File: src/rtl/sha256_msg_sched_if.sv
// Handshake bundle between block loader, schedule generator and round datapath.
interface sha256_msg_sched_if;
  localparam int unsigned BLOCK_W = 512;
  localparam int unsigned WORD_W  = 32;
  localparam int unsigned T_W     = 6;

  logic               load_valid;
  logic               load_ready;
  logic [BLOCK_W-1:0] block_in;
  logic               w_valid;
  logic               w_ready;
  logic [WORD_W-1:0]  w_out;
  logic [T_W-1:0]     t_out;
  logic               w_last;
  logic               busy;

  // Schedule generator side.
  modport slave (
    input  load_valid,
    input  block_in,
    input  w_ready,
    output load_ready,
    output w_valid,
    output w_out,
    output t_out,
    output w_last,
    output busy
  );

  // Loader / round-logic side.
  modport master (
    output load_valid,
    output block_in,
    output w_ready,
    input  load_ready,
    input  w_valid,
    input  w_out,
    input  t_out,
    input  w_last,
    input  busy
  );
endinterface

File: src/rtl/sha256_msg_sched.sv
// SHA-256 message schedule: emits W[0..63] from a 16-word sliding window,
// one word per accepted handshake, with the round index alongside.
module sha256_msg_sched (
  input  logic              clk,
  input  logic              reset,
  sha256_msg_sched_if.slave bus
);

  localparam int unsigned WORD_W = 32;
  localparam int unsigned WIN_D  = 16;
  localparam int unsigned T_W    = 6;
  localparam int unsigned LAST_T = 63;

  typedef enum logic [0:0] {
    IDLE = 1'b0,
    RUN  = 1'b1
  } state_t;

  state_t            state_q, state_d;
  logic [T_W-1:0]    t_q, t_d;
  logic [WORD_W-1:0] win_q [WIN_D];
  logic [WORD_W-1:0] win_d [WIN_D];

  logic load_ready_q, load_ready_d;
  logic w_valid_q,    w_valid_d;
  logic busy_q,       busy_d;
  logic w_last_q,     w_last_d;

  logic [WORD_W-1:0] w_new_c;

  function automatic logic [WORD_W-1:0] sigma0(input logic [WORD_W-1:0] x);
    return {x[6:0],  x[31:7]}  ^
           {x[17:0], x[31:18]} ^
           {3'b000,  x[31:3]};
  endfunction

  function automatic logic [WORD_W-1:0] sigma1(input logic [WORD_W-1:0] x);
    return {x[16:0], x[31:17]} ^
           {x[18:0], x[31:19]} ^
           {10'b0,   x[31:10]};
  endfunction

  // Next schedule word W[t+16], computed from the current window.
  always_comb begin
    w_new_c = sigma1(win_q[14]) + win_q[9] + sigma0(win_q[1]) + win_q[0];
  end

  // Next-state, window and round-index logic.
  always_comb begin
    state_d = state_q;
    t_d     = t_q;
    for (int i = 0; i < int'(WIN_D); i++) begin
      win_d[i] = win_q[i];
    end

    unique case (state_q)
      IDLE: begin
        if (bus.load_valid) begin
          for (int i = 0; i < int'(WIN_D); i++) begin
            win_d[i] = bus.block_in[(int'(WIN_D) - 1 - i) * int'(WORD_W) +: WORD_W];
          end
          t_d     = '0;
          state_d = RUN;
        end
      end
      RUN: begin
        if (bus.w_ready) begin
          for (int i = 0; i < int'(WIN_D) - 1; i++) begin
            win_d[i] = win_q[i+1];
          end
          win_d[WIN_D-1] = w_new_c;
          t_d            = t_q + T_W'(1);
          if (t_q == T_W'(LAST_T)) begin
            state_d = IDLE;
          end
        end
      end
    endcase
  end

  // Output flags precomputed from the next state so they leave flops.
  always_comb begin
    load_ready_d = (state_d == IDLE);
    w_valid_d    = (state_d == RUN);
    busy_d       = (state_d == RUN);
    w_last_d     = (state_d == RUN) && (t_d == T_W'(LAST_T));
  end

  // State, window, index and output flag registers.
  always_ff @(posedge clk) begin
    if (reset) begin
      state_q      <= IDLE;
      t_q          <= '0;
      for (int i = 0; i < int'(WIN_D); i++) begin
        win_q[i] <= '0;
      end
      load_ready_q <= 1'b1;
      w_valid_q    <= 1'b0;
      busy_q       <= 1'b0;
      w_last_q     <= 1'b0;
    end else begin
      state_q      <= state_d;
      t_q          <= t_d;
      for (int i = 0; i < int'(WIN_D); i++) begin
        win_q[i] <= win_d[i];
      end
      load_ready_q <= load_ready_d;
      w_valid_q    <= w_valid_d;
      busy_q       <= busy_d;
      w_last_q     <= w_last_d;
    end
  end

  assign bus.load_ready = load_ready_q;
  assign bus.w_valid    = w_valid_q;
  assign bus.busy       = busy_q;
  assign bus.w_last     = w_last_q;
  assign bus.w_out      = win_q[0];
  assign bus.t_out      = t_q;

endmodule
File: src/flat_wrapper.sv
// flat-port wrapper written by rule: the top's interface ports become plain ports
module sha256_msg_sched_flat 
  (clk, reset, bus_load_valid, bus_block_in, bus_w_ready, bus_load_ready, bus_w_valid, bus_w_out, bus_t_out, bus_w_last, bus_busy);
  sha256_msg_sched_if bus_i ();
  input  logic clk;
  input  logic reset;
  input wire logic [$bits(bus_i.load_valid)-1:0] bus_load_valid;
  input wire logic [$bits(bus_i.block_in)-1:0] bus_block_in;
  input wire logic [$bits(bus_i.w_ready)-1:0] bus_w_ready;
  output wire logic [$bits(bus_i.load_ready)-1:0] bus_load_ready;
  output wire logic [$bits(bus_i.w_valid)-1:0] bus_w_valid;
  output wire logic [$bits(bus_i.w_out)-1:0] bus_w_out;
  output wire logic [$bits(bus_i.t_out)-1:0] bus_t_out;
  output wire logic [$bits(bus_i.w_last)-1:0] bus_w_last;
  output wire logic [$bits(bus_i.busy)-1:0] bus_busy;
  assign bus_i.load_valid = bus_load_valid;
  assign bus_i.block_in = bus_block_in;
  assign bus_i.w_ready = bus_w_ready;
  assign bus_load_ready = bus_i.load_ready;
  assign bus_w_valid = bus_i.w_valid;
  assign bus_w_out = bus_i.w_out;
  assign bus_t_out = bus_i.t_out;
  assign bus_w_last = bus_i.w_last;
  assign bus_busy = bus_i.busy;
  sha256_msg_sched u_core (.clk(clk), .reset(reset), .bus(bus_i));
endmodule
File: config.mk
export PLATFORM = sky130hd
export DESIGN_NAME = sha256_msg_sched_flat
export DESIGN_NICKNAME = d
export VERILOG_FILES = /design/src/rtl/sha256_msg_sched_if.sv /design/src/rtl/sha256_msg_sched.sv /design/src/flat_wrapper.sv
export SDC_FILE = /design/constraint.sdc
export NUM_CORES = 1
export LEC_CHECK = 0
export ABC_AREA = 1
export CAP_MARGIN = 20
export CORE_AREA = 2 2 281 283
export CTS_BUF_LIST = sky130_fd_sc_hd__clkbuf_16
export DETAILED_ROUTE_END_ITERATION = 7
export DIE_AREA = 0 0 283 285
export PLACE_DENSITY = 0.59
export SLEW_MARGIN = 0
export SYNTH_ARGS = -nofsm -noshare
export SYNTH_HDL_FRONTEND = slang
export SYNTH_SLANG_ARGS = --single-unit
export TNS_END_PERCENT = 50
File: constraint.sdc
create_clock -name clk -period 3.5 [get_ports clk]
set_input_delay 0.35 -clock clk [delete_from_list [all_inputs] [get_ports clk]]
set_output_delay 0.35 -clock clk [all_outputs]
set_load 0.01 [all_outputs]
==> metrics.md <==
| Metric | Value |
|---|---|
| Outcome | `finished with violations` |
| Power density over the cells | `694 nW/um^2` |
| Max-slew headroom at the worst pin | `32.5%` |
| Path category of the worst min-delay check | `input pin to flip-flop` |
| Internal reg-to-reg setup slack | `-70 ps` |
| Gate count after technology mapping | `3769` |
| Number of detailed-route iterations in the first pass | `5` |
| Hold-critical path depth | `3` |
| Average footprint of a synthesized cell | `7.16 sq um` |
| Die extent in x | `283 microns` |
| Cell Area, Synth | `27000 sq um` |
| Final critical delay including setup and external delays | `3570 ps` |
| Total CTS buffers | `60` |
| Synth-to-layout area growth | `40.2%` |
| Portion of total power attributed to the clock network | `24.4%` |
| CP Capture Type | `flip-flop` |
| Violated checks | `setup timing` |
| DRC violations left | `0` |
| Internal portion of total power | `15900 uW` |
| Setup TNS | `-256 ps` |
| Finished Layout Cells | `5413` |
| TritonCTS clock tree | `done` |
| Net Switching | `10400 uW` |
| CP Launch Type | `flip-flop` |
| Required time of the worst setup path | `3990 ps` |
| DP Area | `34500 sq um` |
| Die ar. | `80700 sq um` |
| Fin crit share | `102%` |
| Overall Power | `26300 uW` |
| Hold worst-path end | `u_core.win_q[5][62]` |
| Clock transition at path regs | `60 ps` |
| Setup repair after global routing missed its margin | `true` |
| Routed vias | `27900` |
| Average wire length per cell after detail routing | `21.8 microns` |
| Startpoint of the tightest hold check path | `bus_block_in[158]` |
| Biggest fanout along the worst timing path | `3` |
| Final setup fails | `7` |
| RR Startpoint | `u_core.win_q[0][37]` |
| Setup Skew | `32.2 ps` |
| Number of nets in the finished design | `4924` |
| Starting density of the core | `34.6%` |
| Row count | `103` |
| Maximum clock path buffer count | `3` |
| Worst Slack Setup Final | `-66.9 ps` |
| Vias in the first global route | `26500` |
| Vias per Instance | `5.15` |
| Synthesized netlist net count | `4379` |
| Number of antenna violations at the first check in global routing | `9` |
| Power share of the sequential group | `27.1%` |
| Synth warnings | `0` |
| Arrival @ worst endpoint | `4060 ps` |
| Max Slew Vio Count | `0` |
| Number of nets with antenna violations after detailed routing | `0` |
| Cell count after placement | `5296` |
| Synth cell types | `36` |
| Share of the yosys chip area belonging to registers | `38.6%` |
| Detailed placement HPWL | `89900 microns` |
| Port Buffer Count | `557` |
| Global-route wire length before repair | `172000 microns` |
| Sink count of the clock tree | `521` |
| Layout Cell Area excl Fill | `37800 sq um` |
| Fmax | `0.280 GHz` |
| Placeable core region | `78000 sq um` |
| I/O pin count | `558` |
| Total leakage power | `0.0156 uW` |
| Root buffer cell | `sky130_fd_sc_hd__clkbuf_16` |
| Initial drt markers | `2535` |
| Synthesis-stage register bit count | `521` |
| Share of layout cells above drive strength 1 | `13.0%` |
| Terminus of the critical flop-to-flop path | `u_core.win_q[7][52]` |
| Congestion Overflow GR | `0` |
| Least-Margin Pin Slew | `1010 ps` |
| DRT Wirelength | `118000 microns` |
| Number of violations of the max-capacitance limit | `0` |
| Switching share of power | `39.6%` |
| R2R cell count | `19` |
| Hold violation count in the final report | `0` |
| Combinational share of power | `48.6%` |
| Routability cong. | `0.931` |
| H-tree depth | `2` |
| Post-layout utilization of the core | `48.5%` |
| Floorplan die height | `285 microns` |
| Total routing usage reported by global routing | `28.3%` |
| Maximum ir drop on the vdd rail | `0.000415 V` |
| CP Class | `flip-flop to flip-flop` |
| Pin count of the biggest net entering global routing | `167` |
| Insertion delay of the later-clocked pin in the worst-skew pair | `630 ps` |
synthesized netlist by cell type:
cell type,instances,share of area [%]
sky130_fd_sc_hd__nand3b_1,2,0.056
sky130_fd_sc_hd__o22ai_1,6,0.14
sky130_fd_sc_hd__a21o_1,1,0.028
sky130_fd_sc_hd__nor4_2,1,0.046
sky130_fd_sc_hd__o21ai_1,400,7.4
sky130_fd_sc_hd__and2_1,4,0.093
sky130_fd_sc_hd__nand2_1,1228,17
sky130_fd_sc_hd__a32oi_1,1,0.032
sky130_fd_sc_hd__o31ai_1,1,0.028
sky130_fd_sc_hd__nor3_1,6,0.11
sky130_fd_sc_hd__a22oi_1,1,0.028
sky130_fd_sc_hd__nand3_1,38,0.70
sky130_fd_sc_hd__nand2_4,1,0.042
sky130_fd_sc_hd__dfxtp_1,521,39
sky130_fd_sc_hd__or2_2,3,0.070
sky130_fd_sc_hd__buf_4,55,1.5
sky130_fd_sc_hd__inv_2,3,0.042
sky130_fd_sc_hd__inv_1,276,3.8
sky130_fd_sc_hd__nor4_1,1,0.023
sky130_fd_sc_hd__xor2_1,52,1.7
sky130_fd_sc_hd__ha_1,32,1.5
sky130_fd_sc_hd__nor2_4,2,0.083
sky130_fd_sc_hd__xnor2_1,79,2.6
sky130_fd_sc_hd__buf_6,4,0.17
sky130_fd_sc_hd__o21bai_1,2,0.056
sky130_fd_sc_hd__o21ai_0,118,2.2
sky130_fd_sc_hd__nand4_1,3,0.070
sky130_fd_sc_hd__fa_1,62,4.6
sky130_fd_sc_hd__a21oi_1,48,0.89
sky130_fd_sc_hd__buf_2,86,1.6
sky130_fd_sc_hd__o211ai_1,2,0.056
sky130_fd_sc_hd__buf_1,3,0.042
sky130_fd_sc_hd__clkinv_1,1,0.014
sky130_fd_sc_hd__a31oi_1,483,11
sky130_fd_sc_hd__clkbuf_1,175,2.4
sky130_fd_sc_hd__nor2_1,68,0.95
layout make-up:
| class | instances | area [sq um] |
|---|---|---|
| multi-input combinational | 2645 | 15200 |
| clock inverter | 46 | 435 |
| timing repair buffer | 806 | 7760 |
| fill | 7784 | 40100 |
| clock buffer | 61 | 1530 |
| tap | 1050 | 1310 |
| sequential | 521 | 10500 |
| antenna | 4 | 10.0 |
| inverter | 280 | 1070 |
routing by layer:
layer	track usage [%]	part of all wire [%]	up-vias	wire, microns
met1	37.2	43	13100	50800
met5	0	0.040	-	47
met2	45.9	46	963	54400
li1	-	-	13700	-
met3	6.05	7.4	171	8770
met4	9.57	3.5	8	4140
flip-flops by register name, indices dropped and copies added, names as in the netlist:
| name | flops |
|---|---|
| u_core.bus.t_out | 6 |
| u_core.win_q | 512 |
| u_core.state_q | 1 |
| u_core.bus.w_last | 1 |
| u_core.bus.load_ready | 1 |
critical path, cell delays in order (launching register included):
cell and delay [ps]:
sky130_fd_sc_hd__dfxtp_4 370, sky130_fd_sc_hd__xnor2_4 230, sky130_fd_sc_hd__xor2_4 230, sky130_fd_sc_hd__inv_2 60, sky130_fd_sc_hd__fa_1 510, sky130_fd_sc_hd__inv_1 60
sky130_fd_sc_hd__fa_1 480, sky130_fd_sc_hd__inv_1 90, sky130_fd_sc_hd__ha_1 310, sky130_fd_sc_hd__nand3_1 100, sky130_fd_sc_hd__nand3_2 110, sky130_fd_sc_hd__nand3_1 110
sky130_fd_sc_hd__nand3_2 140, sky130_fd_sc_hd__buf_4 170, sky130_fd_sc_hd__nand2_1 70, sky130_fd_sc_hd__nand2_1 50, sky130_fd_sc_hd__nand2_1 50, sky130_fd_sc_hd__nand3_1 120
sky130_fd_sc_hd__o21ai_1 120, sky130_fd_sc_hd__a21oi_1 70
metrics by stage:
step / setup slack (ps) / hold slack [ps]
floorplan: 180 / 446
global placement: -429 / 456
detailed placement: -427 / 459
CTS: -10.4 / 253
global route: -215 / 283
finish: -66.9 / 289
power by group through the flow:
stage	logic, uW	registers (uW)	clock network [uW]
3_5_place_dp	10200	7190	0
5_1_grt	13900	7160	6700
4_1_cts	11200	7080	6470
3_3_place_gp	10200	7180	0
6_report	12800	7110	6400
2_1_floorplan	5600	6970	0
layout by cell type (no fill, tap or decap), drive strengths merged:
cell type      synthesis  final
nand2               1229   1229
clkdlybuf4s50          0    557
dfxtp                521    521
o21ai                518    518
a31oi                483    483
inv                  279    291
buf                  148    249
xnor2                 79     79
nor2                  70     70
fa                    62     62
clkbuf               175     61
xor2                  52     52
a21oi                 48     48
nand3                 38     38
ha                    32     32
clkinv                 1     26
bufinv                 0      8
o22ai                  6      6
nor3                   6      6
diode                  0      4
and2                   4      4
nand4                  3      3
or2                    3      3
nand3b                 2      2
o211ai                 2      2
o21bai                 2      2
nor4                   2      2
a22oi                  1      1
a21o                   1      1
o31ai                  1      1
a32oi                  1      1
clkinvlp               0      1
worst max path at each step:
stage                         from             endpoint  slack (ps)
6_report       u_core.win_q[0][37]  u_core.win_q[7][52]         -70
4_1_cts        u_core.win_q[0][44]  u_core.win_q[7][57]         -10
5_1_grt        u_core.win_q[0][36]  u_core.win_q[7][55]        -210
3_5_place_dp   u_core.win_q[0][43]  u_core.win_q[7][42]        -430
2_1_floorplan  u_core.win_q[0][40]  u_core.win_q[7][57]         180
3_3_place_gp   u_core.win_q[0][43]  u_core.win_q[7][42]        -430
logic make-up after synthesis:
logic type / Yosys count / share of synthesized area (%)
flip-flops: 521 / 38.6
AO/OA/AOI/OAI: 1063 / 22.1
AND/OR/NAND/NOR: 1357 / 19.3
buffers and inverters: 603 / 9.66
XOR/XNOR: 131 / 4.25
adder cells (fa/ha/maj): 94 / 6.08
timing repair:
item | 4_1_cts | 5_1_grt
resized for setup | 135 | 170
buffers inserted | 2 | 4
gates cloned | 0 | 0
endpoints found under the setup margin | 29 | 29
hold buffers | 0 | 0
pin swaps | 27 | 69
hold endpoints to repair | 0 | 0
(Power assumes the default switching activity.)
